<file path="config.mk">
export PLATFORM = sky130hd
export DESIGN_NAME = pipelined_cla_addsub
export DESIGN_NICKNAME = d
export VERILOG_FILES = /design/src/rtl/cla_pkg.sv /design/src/rtl/cla_block.sv /design/src/rtl/pipelined_cla_addsub.sv
export SDC_FILE = /design/constraint.sdc
export NUM_CORES = 1
export LEC_CHECK = 0
export ABC_CLOCK_PERIOD_IN_PS = 4200
export BUFFER_PORTS_ARGS = -buffer_cell sky130_fd_sc_hd__buf_2
export CAP_MARGIN = 0
export CORE_UTILIZATION = 29
export DETAILED_ROUTE_END_ITERATION = 6
export MAX_ROUTING_LAYER = met4
export RECOVER_POWER = 25
export SYNTH_ARGS = -nofsm -noshare
export SYNTH_HDL_FRONTEND = slang
export SYNTH_SLANG_ARGS = --single-unit
</file>
<file path="constraint.sdc">
create_clock -name clk -period 4.2 [get_ports clk]
set_input_delay 0.84 -clock clk [delete_from_list [all_inputs] [get_ports clk]]
set_output_delay 0.84 -clock clk [all_outputs]
set_load 0.01 [all_outputs]
</file>
<file path="src/rtl/cla_pkg.sv">
// Shared definitions for the pipelined carry-lookahead adder/subtractor:
// operation encoding and pipeline geometry helpers.
package cla_pkg;

  localparam logic OP_ADD = 1'b0;
  localparam logic OP_SUB = 1'b1;

  function automatic int stages(input int width, input int block);
    return width / block;
  endfunction

  // Operands must split into a whole number of non-empty slices.
  function automatic bit geometry_ok(input int width, input int block);
    return (block > 0) && (width >= block) && ((width % block) == 0);
  endfunction

endpackage

</file>
<file path="src/rtl/cla_block.sv">
// Combinational BLOCK-bit carry-lookahead slice; every carry is a flat
// sum of products of generate/propagate terms and the slice carry-in.
module cla_block #(
  parameter int BLOCK = 4
) (
  input  logic [BLOCK-1:0] a,
  input  logic [BLOCK-1:0] b,
  input  logic             cin,
  output logic [BLOCK-1:0] sum,
  output logic             cout,
  output logic             c_msb
);

  logic [BLOCK-1:0] g;
  logic [BLOCK-1:0] p;
  logic [BLOCK:0]   carry;
  logic             term;

  assign g = a & b;
  assign p = a | b;

  // NOTE: every variable written here gets a value before any branch or loop
  // reads it, so no storage (latch) is inferred.
  always_comb begin
    carry    = '0;
    term     = 1'b0;
    carry[0] = cin;
    for (int i = 0; i < BLOCK; i++) begin
      term = cin;
      for (int j = 0; j <= i; j++) term = term & p[j];
      carry[i+1] = term;
      for (int j = 0; j <= i; j++) begin
        term = g[j];
        for (int m = j + 1; m <= i; m++) term = term & p[m];
        carry[i+1] = carry[i+1] | term;
      end
    end
  end

  assign sum   = a ^ b ^ carry[BLOCK-1:0];
  assign cout  = carry[BLOCK];
  assign c_msb = carry[BLOCK-1];

endmodule

</file>
<file path="src/rtl/pipelined_cla_addsub.sv">
// Pipelined CLA adder/subtractor, one BLOCK-bit slice per stage, valid/ready
// stream with backpressure. Define CLA_SAT_EN for signed saturation of results.
module pipelined_cla_addsub
  import cla_pkg::*;
#(
  parameter int WIDTH = 16,
  parameter int BLOCK = 4
) (
  input  logic             clk,
  input  logic             rst,
  input  logic             i_valid,
  output logic             o_ready,
  input  logic [WIDTH-1:0] i_add1,
  input  logic [WIDTH-1:0] i_add2,
  input  logic             i_sub,
  input  logic             i_cin,
  output logic             o_valid,
  input  logic             i_ready,
  output logic [WIDTH-1:0] o_result,
  output logic             o_cout,
  output logic             o_ovf
);

  localparam int STAGES = stages(WIDTH, BLOCK);

  if (!geometry_ok(WIDTH, BLOCK)) begin : g_bad_geometry
    $error("pipelined_cla_addsub: WIDTH must be a positive multiple of BLOCK");
  end

  logic [STAGES-1:0] valid_q;
  logic              advance;
  logic [WIDTH-1:0]  b_eff;
  logic              c0;
  logic [WIDTH-1:0]  result_q;
  logic              cout_q;
  logic              ovf_q;

  // The whole pipe moves together; bubbles are not squeezed out.
  assign advance  = i_ready | ~valid_q[STAGES-1];
  assign o_ready  = advance;
  assign o_valid  = valid_q[STAGES-1];
  assign o_result = result_q;
  assign o_cout   = cout_q;
  assign o_ovf    = ovf_q;

  assign b_eff = (i_sub == OP_ADD) ? i_add2 : ~i_add2;
  assign c0    = (i_sub == OP_SUB) ? 1'b1 : i_cin;

  // NOTE: clocked state uses non-blocking assignments so every stage samples
  // its neighbour's pre-edge value.
  always_ff @(posedge clk or posedge rst) begin
    if (rst) valid_q <= '0;
    else if (advance) valid_q <= (valid_q << 1) | STAGES'(i_valid);
  end

  for (genvar k = 0; k < STAGES; k++) begin : g_st
    localparam int REM = WIDTH - k * BLOCK;   // operand bits still to resolve
    localparam int HI  = (k + 1) * BLOCK;     // result bits known after this stage

    logic [REM-1:0]   a_in;
    logic [REM-1:0]   b_in;
    logic             cin_in;
    logic             v_in;
    logic [BLOCK-1:0] sum;
    logic             cout;
    logic             c_msb;
    logic [HI-1:0]    res_d;

    if (k == 0) begin : g_src
      assign a_in   = i_add1;
      assign b_in   = b_eff;
      assign cin_in = c0;
      assign v_in   = i_valid;
      assign res_d  = sum;
    end else begin : g_src
      assign a_in   = g_st[k-1].g_fwd.a_q;
      assign b_in   = g_st[k-1].g_fwd.b_q;
      assign cin_in = g_st[k-1].g_fwd.c_q;
      assign v_in   = valid_q[k-1];
      assign res_d  = {sum, g_st[k-1].g_fwd.res_q};
    end

    cla_block #(.BLOCK(BLOCK)) u_blk (
      .a    (a_in[BLOCK-1:0]),
      .b    (b_in[BLOCK-1:0]),
      .cin  (cin_in),
      .sum  (sum),
      .cout (cout),
      .c_msb(c_msb)
    );

    if (k < STAGES - 1) begin : g_fwd
      logic [REM-BLOCK-1:0] a_q;
      logic [REM-BLOCK-1:0] b_q;
      logic [HI-1:0]        res_q;
      logic                 c_q;
      logic                 unused_c_msb;

      assign unused_c_msb = c_msb;

      // NOTE: data registers load only for real beats; with valid low the
      // stale contents are never observed, so they simply hold.
      always_ff @(posedge clk or posedge rst) begin
        if (rst) begin
          a_q   <= '0;
          b_q   <= '0;
          res_q <= '0;
          c_q   <= 1'b0;
        end else if (advance && v_in) begin
          a_q   <= a_in[REM-1:BLOCK];
          b_q   <= b_in[REM-1:BLOCK];
          res_q <= res_d;
          c_q   <= cout;
        end
      end
    end else begin : g_last
      logic             ovf;
      logic [WIDTH-1:0] res_final;

      assign ovf = cout ^ c_msb;

`ifdef CLA_SAT_EN
      localparam logic [WIDTH-1:0] SAT_MAX = {1'b0, {(WIDTH-1){1'b1}}};
      // Overflow can only go past the rail that A's sign points at.
      assign res_final = !ovf ? res_d : (a_in[BLOCK-1] ? ~SAT_MAX : SAT_MAX);
`else
      assign res_final = res_d;
`endif

      always_ff @(posedge clk or posedge rst) begin
        if (rst) begin
          result_q <= '0;
          cout_q   <= 1'b0;
          ovf_q    <= 1'b0;
        end else if (advance && v_in) begin
          result_q <= res_final;
          cout_q   <= cout;
          ovf_q    <= ovf;
        end
      end
    end
  end

endmodule

</file>
# After elaboration in Yosys (flattened, before gate mapping)
# Index checks and enable logic that the tools add are counted.
[op_classes]
muxes = 2
n_reduce_logical = 4
bitwise_logic = 101
[ops]
columns = ["cell", "count"]
rows = [
  ["1-bit bitwise OR", 41],
  ["1-bit bitwise AND", 40],
  ["4-bit XOR", 8],
  ["4-bit bitwise AND", 4],
  ["16-bit two-way mux", 1],
  ["16-bit NOT", 1],
  ["4-bit bitwise OR", 4],
  ["1-bit logical AND", 4],
  ["4-bit by 1-bit bitwise OR with 4-bit output", 1],
  ["1-bit two-way mux", 1],
  ["1-bit NOT", 1],
  ["1-bit XOR", 1],
]
[totals]
in_bits = 38
out_inout_bits = 20
wordCells = 123
ff_bits = 97

# Longest topological paths before layout
[depth]
depth_word = 11
mapped_depth = 9
depth_no_buf = 7

# Hierarchy
# From an unflattened synthesis, not the netlist that was laid out.
[hier_totals]
cells_unflattened = 383
hier_area_um2 = 5082.4
[modules_own_cells]
columns = ["mod", "cells_per_inst", "area_per_inst_um2", "seq_area_each_um2", "n_inst"]
rows = [
  ["pipelined_cla_addsub", 245, 3978.8, 2427.3, 1],
  ["cla_block (g_st[0].u_blk ...)", 34, 274.0, 0.0, 3],
  ["cla_block (g_st[3].u_blk)", 36, 281.5, 0.0, 1],
]

# Worst setup path before layout
# No wires, ideal clock.
[synth_timing]
path_type = "in2reg"
from = "input port i_sub"
to = "register g_st[0].g_fwd.res_q[3]"
arrival_ns = 2.334
stages = 8
n_path_buf = 2
setup_time_ns = 0.095
required_time_ns = 4.105
path_slack_ns = 1.771
path_cell_list = "buf_6 buf_2 xor2_1 inv_1 ha_1 o311ai_4 a211oi_1 o31ai_1"
[synth_between]
elab_chain_len = 9
word_cells_on_any_way = 15
classes_between = "2 x mux; 13 x bitwise"
[synth_lines]
columns = ["item", "line_no", "source"]
rows = [
  ["start, declared", "pipelined_cla_addsub.sv:15", "input logic i_sub,"],
  ["16-bit two-way mux", "pipelined_cla_addsub.sv:46", "assign b_eff = (i_sub == OP_ADD) ? i_add2 : ~i_add2;"],
  ["4-bit bitwise OR", "cla_block.sv:20", "assign p = a | b;"],
  ["1-bit bitwise AND (3 in a row)", "cla_block.sv:30", "for (int j = 0; j <= i; j++) term = term & p[j];"],
  ["1-bit bitwise OR (3 in a row)", "cla_block.sv:35", "carry[i+1] = carry[i+1] | term;"],
  ["4-bit XOR *", "cla_block.sv:40", "assign sum = a ^ b ^ carry[BLOCK-1:0];"],
  ["end signal, assigned", "pipelined_cla_addsub.sv:112", "res_q <= res_d;"],
  ["end, declared", "pipelined_cla_addsub.sv:95", "logic [HI-1:0] res_q;"],
]
# Mark *: on every way between the ends. The rest lies on a longest branch, timed or not.
# A chain may end at the register's enable or synchronous reset.

# Worst setup path in the final report
[layout_timing]
from = "input port i_ready"
to = "register g_st[0].g_fwd.res_q[3]"
[layout_between]
elab_chain_len = 2
[layout_lines]
columns = ["item", "line_no", "source"]
rows = [
  ["start, declared", "pipelined_cla_addsub.sv:18", "input logic i_ready,"],
  ["1-bit bitwise OR", "pipelined_cla_addsub.sv:39", "assign advance = i_ready | ~valid_q[STAGES-1];"],
  ["1-bit logical AND", "pipelined_cla_addsub.sv:109", "end else if (advance && v_in) begin"],
]
# Every way passes these cells.

==> Implementation_results.wiki <==
{| class="wikitable"
! Metric !! Value
|-
| Clock skew after layout || 0.007210 ns
|-
| Most common cell after layout, fill and taps aside || sky130_fd_sc_hd__dfrtp_1
|-
| WP data required || 4.44 ns
|-
| Peak Freq || 408.8 MHz
|-
| Ordered cell list for the critical path || buf_2 -> nand2b_1 -> nand2_1 -> buf_4 -> o31ai_1
|-
| Relative contribution of sequential cells to total power || 43.3%
|-
| Worst setup timing slack at the placement stage || 1.360 ns
|-
| Total half-perimeter wirelength after legalization and detailed placement || 5849 um
|-
| Number of cells in the design after placement || 646
|-
| Result of the run || completed
|-
| Post-Route WL || 7836 um
|-
| Die extent in x || 129.1 um
|-
| First-pass GRT wire length || 13460 um
|-
| 1st-pass router iterations || 4
|-
| Syn nets || 459
|-
| Type of the worst min-delay path || flop to flop
|-
| Met3 wire length || 319 um
|-
| Overflow left after global routing || 0
|-
| Remaining max-slew budget at the tightest pin || 21.32%
|-
| Routed length on met2 || 3416 um
|-
| Post-CTS Setup Repair Bufs || 0
|-
| Die Area || 16670 um^2
|-
| Avg WL per Cell || 11.91 um
|-
| Final-report max-slew violation count || 0
|-
| TritonCTS clock tree || done
|-
| Combinational Power Share || 36.9%
|-
| Post-synthesis instance area || 4684 um^2
|-
| H-tree levels || 3
|-
| Post-synth cell types || 30
|-
| Area grow syn2layout || 15.60%
|-
| Num rows || 46
|-
| Final Hold Viols || 0
|-
| Number of port buffers || 57
|-
| Clock tree buffer depth || 2
|-
| CORE AREA || 15830 um^2
|-
| Post-synthesis sequential element count || 97
|-
| Diodes inserted || 0
|-
| Top cell type's share of synthesized area || 51.82%
|-
| Final RePlAce weighted congestion || 0.7156
|-
| Internal portion of total power || 2.473 mW
|-
| Final net count || 515
|-
| Highest fanout seen on the critical path || 33
|-
| Number of gates resized after cts || 0
|-
| Proportion of layout cells with a drive suffix above 1 || 31.00%
|-
| Antenna Nets Post-Route || 0
|-
| Most used cells in the layout excluding fill and tap cells || sky130_fd_sc_hd__dfrtp_1, sky130_fd_sc_hd__mux2_2, sky130_fd_sc_hd__buf_2
|-
| Synth Warn # || 0
|-
| Starting utilization of the core area || 29.60%
|-
| Sw frac || 32.83%
|-
| Largest net degree at the start of global routing || 79
|-
| Biggest cell delay along the critical path || 0.76 ns
|-
| Met1 layer wirelength in the final routing || 3965 um
|-
| Worst skew pair latency || 0.34 ns
|-
| Mean post-synth cell area || 12.17 um^2
|-
| Number of CTS-inserted buffers || 9
|-
| Peak supply drop || 284.4 uV
|-
| Setup repair after global routing missed its margin || false
|-
| Number of setup violations in the final report || 0
|-
| Total negative slack || 0 ns
|-
| Filler-free cell count of the finished design || 658
|-
| Synth Instances || 385
|-
| Worst setup slack after layout || 1.754 ns
|-
| Number of clock sinks seen by CTS || 97
|-
| Share of the cycle needed by the critical path after routing || 58.25%
|-
| Transition time of the tightest slew-check pin || 1.177 ns
|-
| Final std cell area, no fill || 5415 um^2
|-
| Power dissipated by switching net loads || 1.209 mW
|-
| Cell with the largest stage delay on the worst path || sky130_fd_sc_hd__nand2_1
|-
| Antenna violations before repair || 0
|-
| Worst setup SP type || input pin
|-
| Minimum period implied by the final worst setup slack || 2.446 ns
|-
| CTS Hold Bufs || 0
|-
| DRC violation total after the first TritonRoute iteration || 170
|-
| Routed vias/inst || 4.143
|-
| Capturing element type of the critical path || flop
|-
| Leakage power summed over all cells || 2.610 nW
|-
| Cell accounting for the most synthesized area || sky130_fd_sc_hd__dfrtp_1
|-
| Maximum capacitance violations || 0
|-
| Root buffer cell || sky130_fd_sc_hd__clkbuf_16
|-
| Combined global-route utilization of all metal layers || 10.78%
|-
| Height of the die || 129.1 um
|-
| Cell area reported after detailed placement || 5159 um^2
|-
| DRC Markers || 0
|-
| Share of synthesized area occupied by flip-flops and latches || 51.82%
|-
| Via count of the first global-routing pass || 2789
|-
| Highest metal layer used by the detailed router || met4
|-
| Ranking of synthesized cells by area || sky130_fd_sc_hd__dfrtp_1, sky130_fd_sc_hd__mux2_2, sky130_fd_sc_hd__ha_1, sky130_fd_sc_hd__inv_1, sky130_fd_sc_hd__xnor2_1
|-
| Clock network power share || 19.9%
|-
| Crit Path Class || input pin to flop
|-
| Number of top-level design ports || 58
|-
| Total power per unit cell area || 680.0 nW/um^2
|-
| Total number of vias || 2726
|-
| Arr. time, crit path || 2.69 ns
|-
| CTS clock-pin slew for the worst setup and hold paths || 0.06 ns
|}
==> power groups by stage <==
stage | sequential [mW] | combinational [mW] | clock [mW]
4_1_cts | 1.61 | 1.39 | 0.758
2_1_floorplan | 1.58 | 1.08 | 0
6_report | 1.59 | 1.36 | 0.732
3_3_place_gp | 1.60 | 1.34 | 0
5_1_grt | 1.66 | 1.55 | 0.794
3_5_place_dp | 1.62 | 1.39 | 0
==> worst max-delay path: cells and delay by family <==
| family | cells | cell delay [ns] |
|---|---|---|
| AOI/OAI and AO/OA | 1 | 0.23 |
| and+or+nand+nor | 2 | 1.08 |
| buffers and inverters | 2 | 0.51 |
==> routing by layer <==
layer  track usage [%]  up-vias
met5                 -        -
met4             4.775        0
met3             2.931        7
met2             15.71       43
met1             13.99     1289
li1                  -     1387
==> state kept, by name, indices dropped and copies added, names as in the netlist <==
| name | cells |
|---|---|
| g_st.g_fwd.a_q | 24 |
| g_st.g_fwd.b_q | 24 |
| g_st.g_fwd.res_q | 24 |
| o_result | 16 |
| valid_q | 4 |
| g_st.g_fwd.c_q | 3 |
| o_cout | 1 |
| o_ovf | 1 |
==> kinds of logic after synthesis <==
kind of cell | count (synthesis) | share of synthesized area, %
buffers and inverters | 56 | 5.556
XOR/XNOR | 24 | 4.487
adder cells (fa/ha/maj) | 36 | 10.26
flip-flops | 97 | 51.82
AO/OA/AOI/OAI | 50 | 6.811
multiplexers | 65 | 15.49
AND/OR/NAND/NOR | 57 | 5.582
==> per-stage QoR <==
| stage | hold slack, ns | utilization (%) | total power, mW |
|---|---|---|---|
| finish | 0.4705 | 34.21 | 3.682 |
| detailed placement | 0.4652 | 32.59 | 3.012 |
| global route | 0.4964 | 34.21 | 4.008 |
| CTS | 0.4795 | 34.22 | 3.754 |
| global placement | 0.4625 | 32.59 | 2.941 |
| floorplan | 0.4446 | - | 2.656 |
==> layout make-up <==
type	count	area, um^2
flip-flops and latches	97	2427
inverters	41	156.4
multi-input cells	232	1997
clock buffers	11	252.7
well taps	216	270.3
repair buffers	60	306.5
fillers	1559	10410
clock inverters	1	5.005
==> path summary, 6_finish.rpt <==
path	start	endpoint	slack (ns)	depth (start not counted)
max reg2reg	valid_q[3]$_DFFE_PP0N_	g_st[0].g_fwd.res_q[3]$_DFFE_PP0P_	1.98	4
max in group asynchronous	rst	g_st[1].g_fwd.b_q[1]$_DFFE_PP0P_	2.64	3
min	o_result[15]$_DFFE_PP0P_	o_result[15]$_DFFE_PP0P_	0.47	2
min reg2reg	o_result[15]$_DFFE_PP0P_	o_result[15]$_DFFE_PP0P_	0.47	2
min in group asynchronous	rst	o_result[5]$_DFFE_PP0P_	0.71	2
max	i_ready	g_st[0].g_fwd.res_q[3]$_DFFE_PP0P_	1.75	5
==> cells in the mapped netlist <==
library cell,instances
sky130_fd_sc_hd__nor3_1,4
sky130_fd_sc_hd__o21a_1,3
sky130_fd_sc_hd__xnor2_1,14
sky130_fd_sc_hd__a211oi_1,3
sky130_fd_sc_hd__dfrtp_1,97
sky130_fd_sc_hd__mux2_2,60
sky130_fd_sc_hd__o211a_1,1
sky130_fd_sc_hd__nand4bb_1,1
sky130_fd_sc_hd__inv_1,41
sky130_fd_sc_hd__a211oi_2,1
sky130_fd_sc_hd__nand3_1,1
sky130_fd_sc_hd__nor2b_1,3
sky130_fd_sc_hd__o21ai_0,23
sky130_fd_sc_hd__nand2_1,28
sky130_fd_sc_hd__ha_1,32
sky130_fd_sc_hd__nand2_2,2
sky130_fd_sc_hd__o31ai_1,8
sky130_fd_sc_hd__xor2_1,10
sky130_fd_sc_hd__o311ai_4,1
sky130_fd_sc_hd__buf_2,7
sky130_fd_sc_hd__o21ai_1,1
sky130_fd_sc_hd__nor2_2,1
sky130_fd_sc_hd__or4b_1,1
sky130_fd_sc_hd__buf_6,3
sky130_fd_sc_hd__fa_1,4
sky130_fd_sc_hd__nand2b_1,5
sky130_fd_sc_hd__nor2_1,11
sky130_fd_sc_hd__buf_4,5
sky130_fd_sc_hd__mux2i_1,5
sky130_fd_sc_hd__a21oi_1,9
Note: power is estimated with default switching activity, not from simulation.
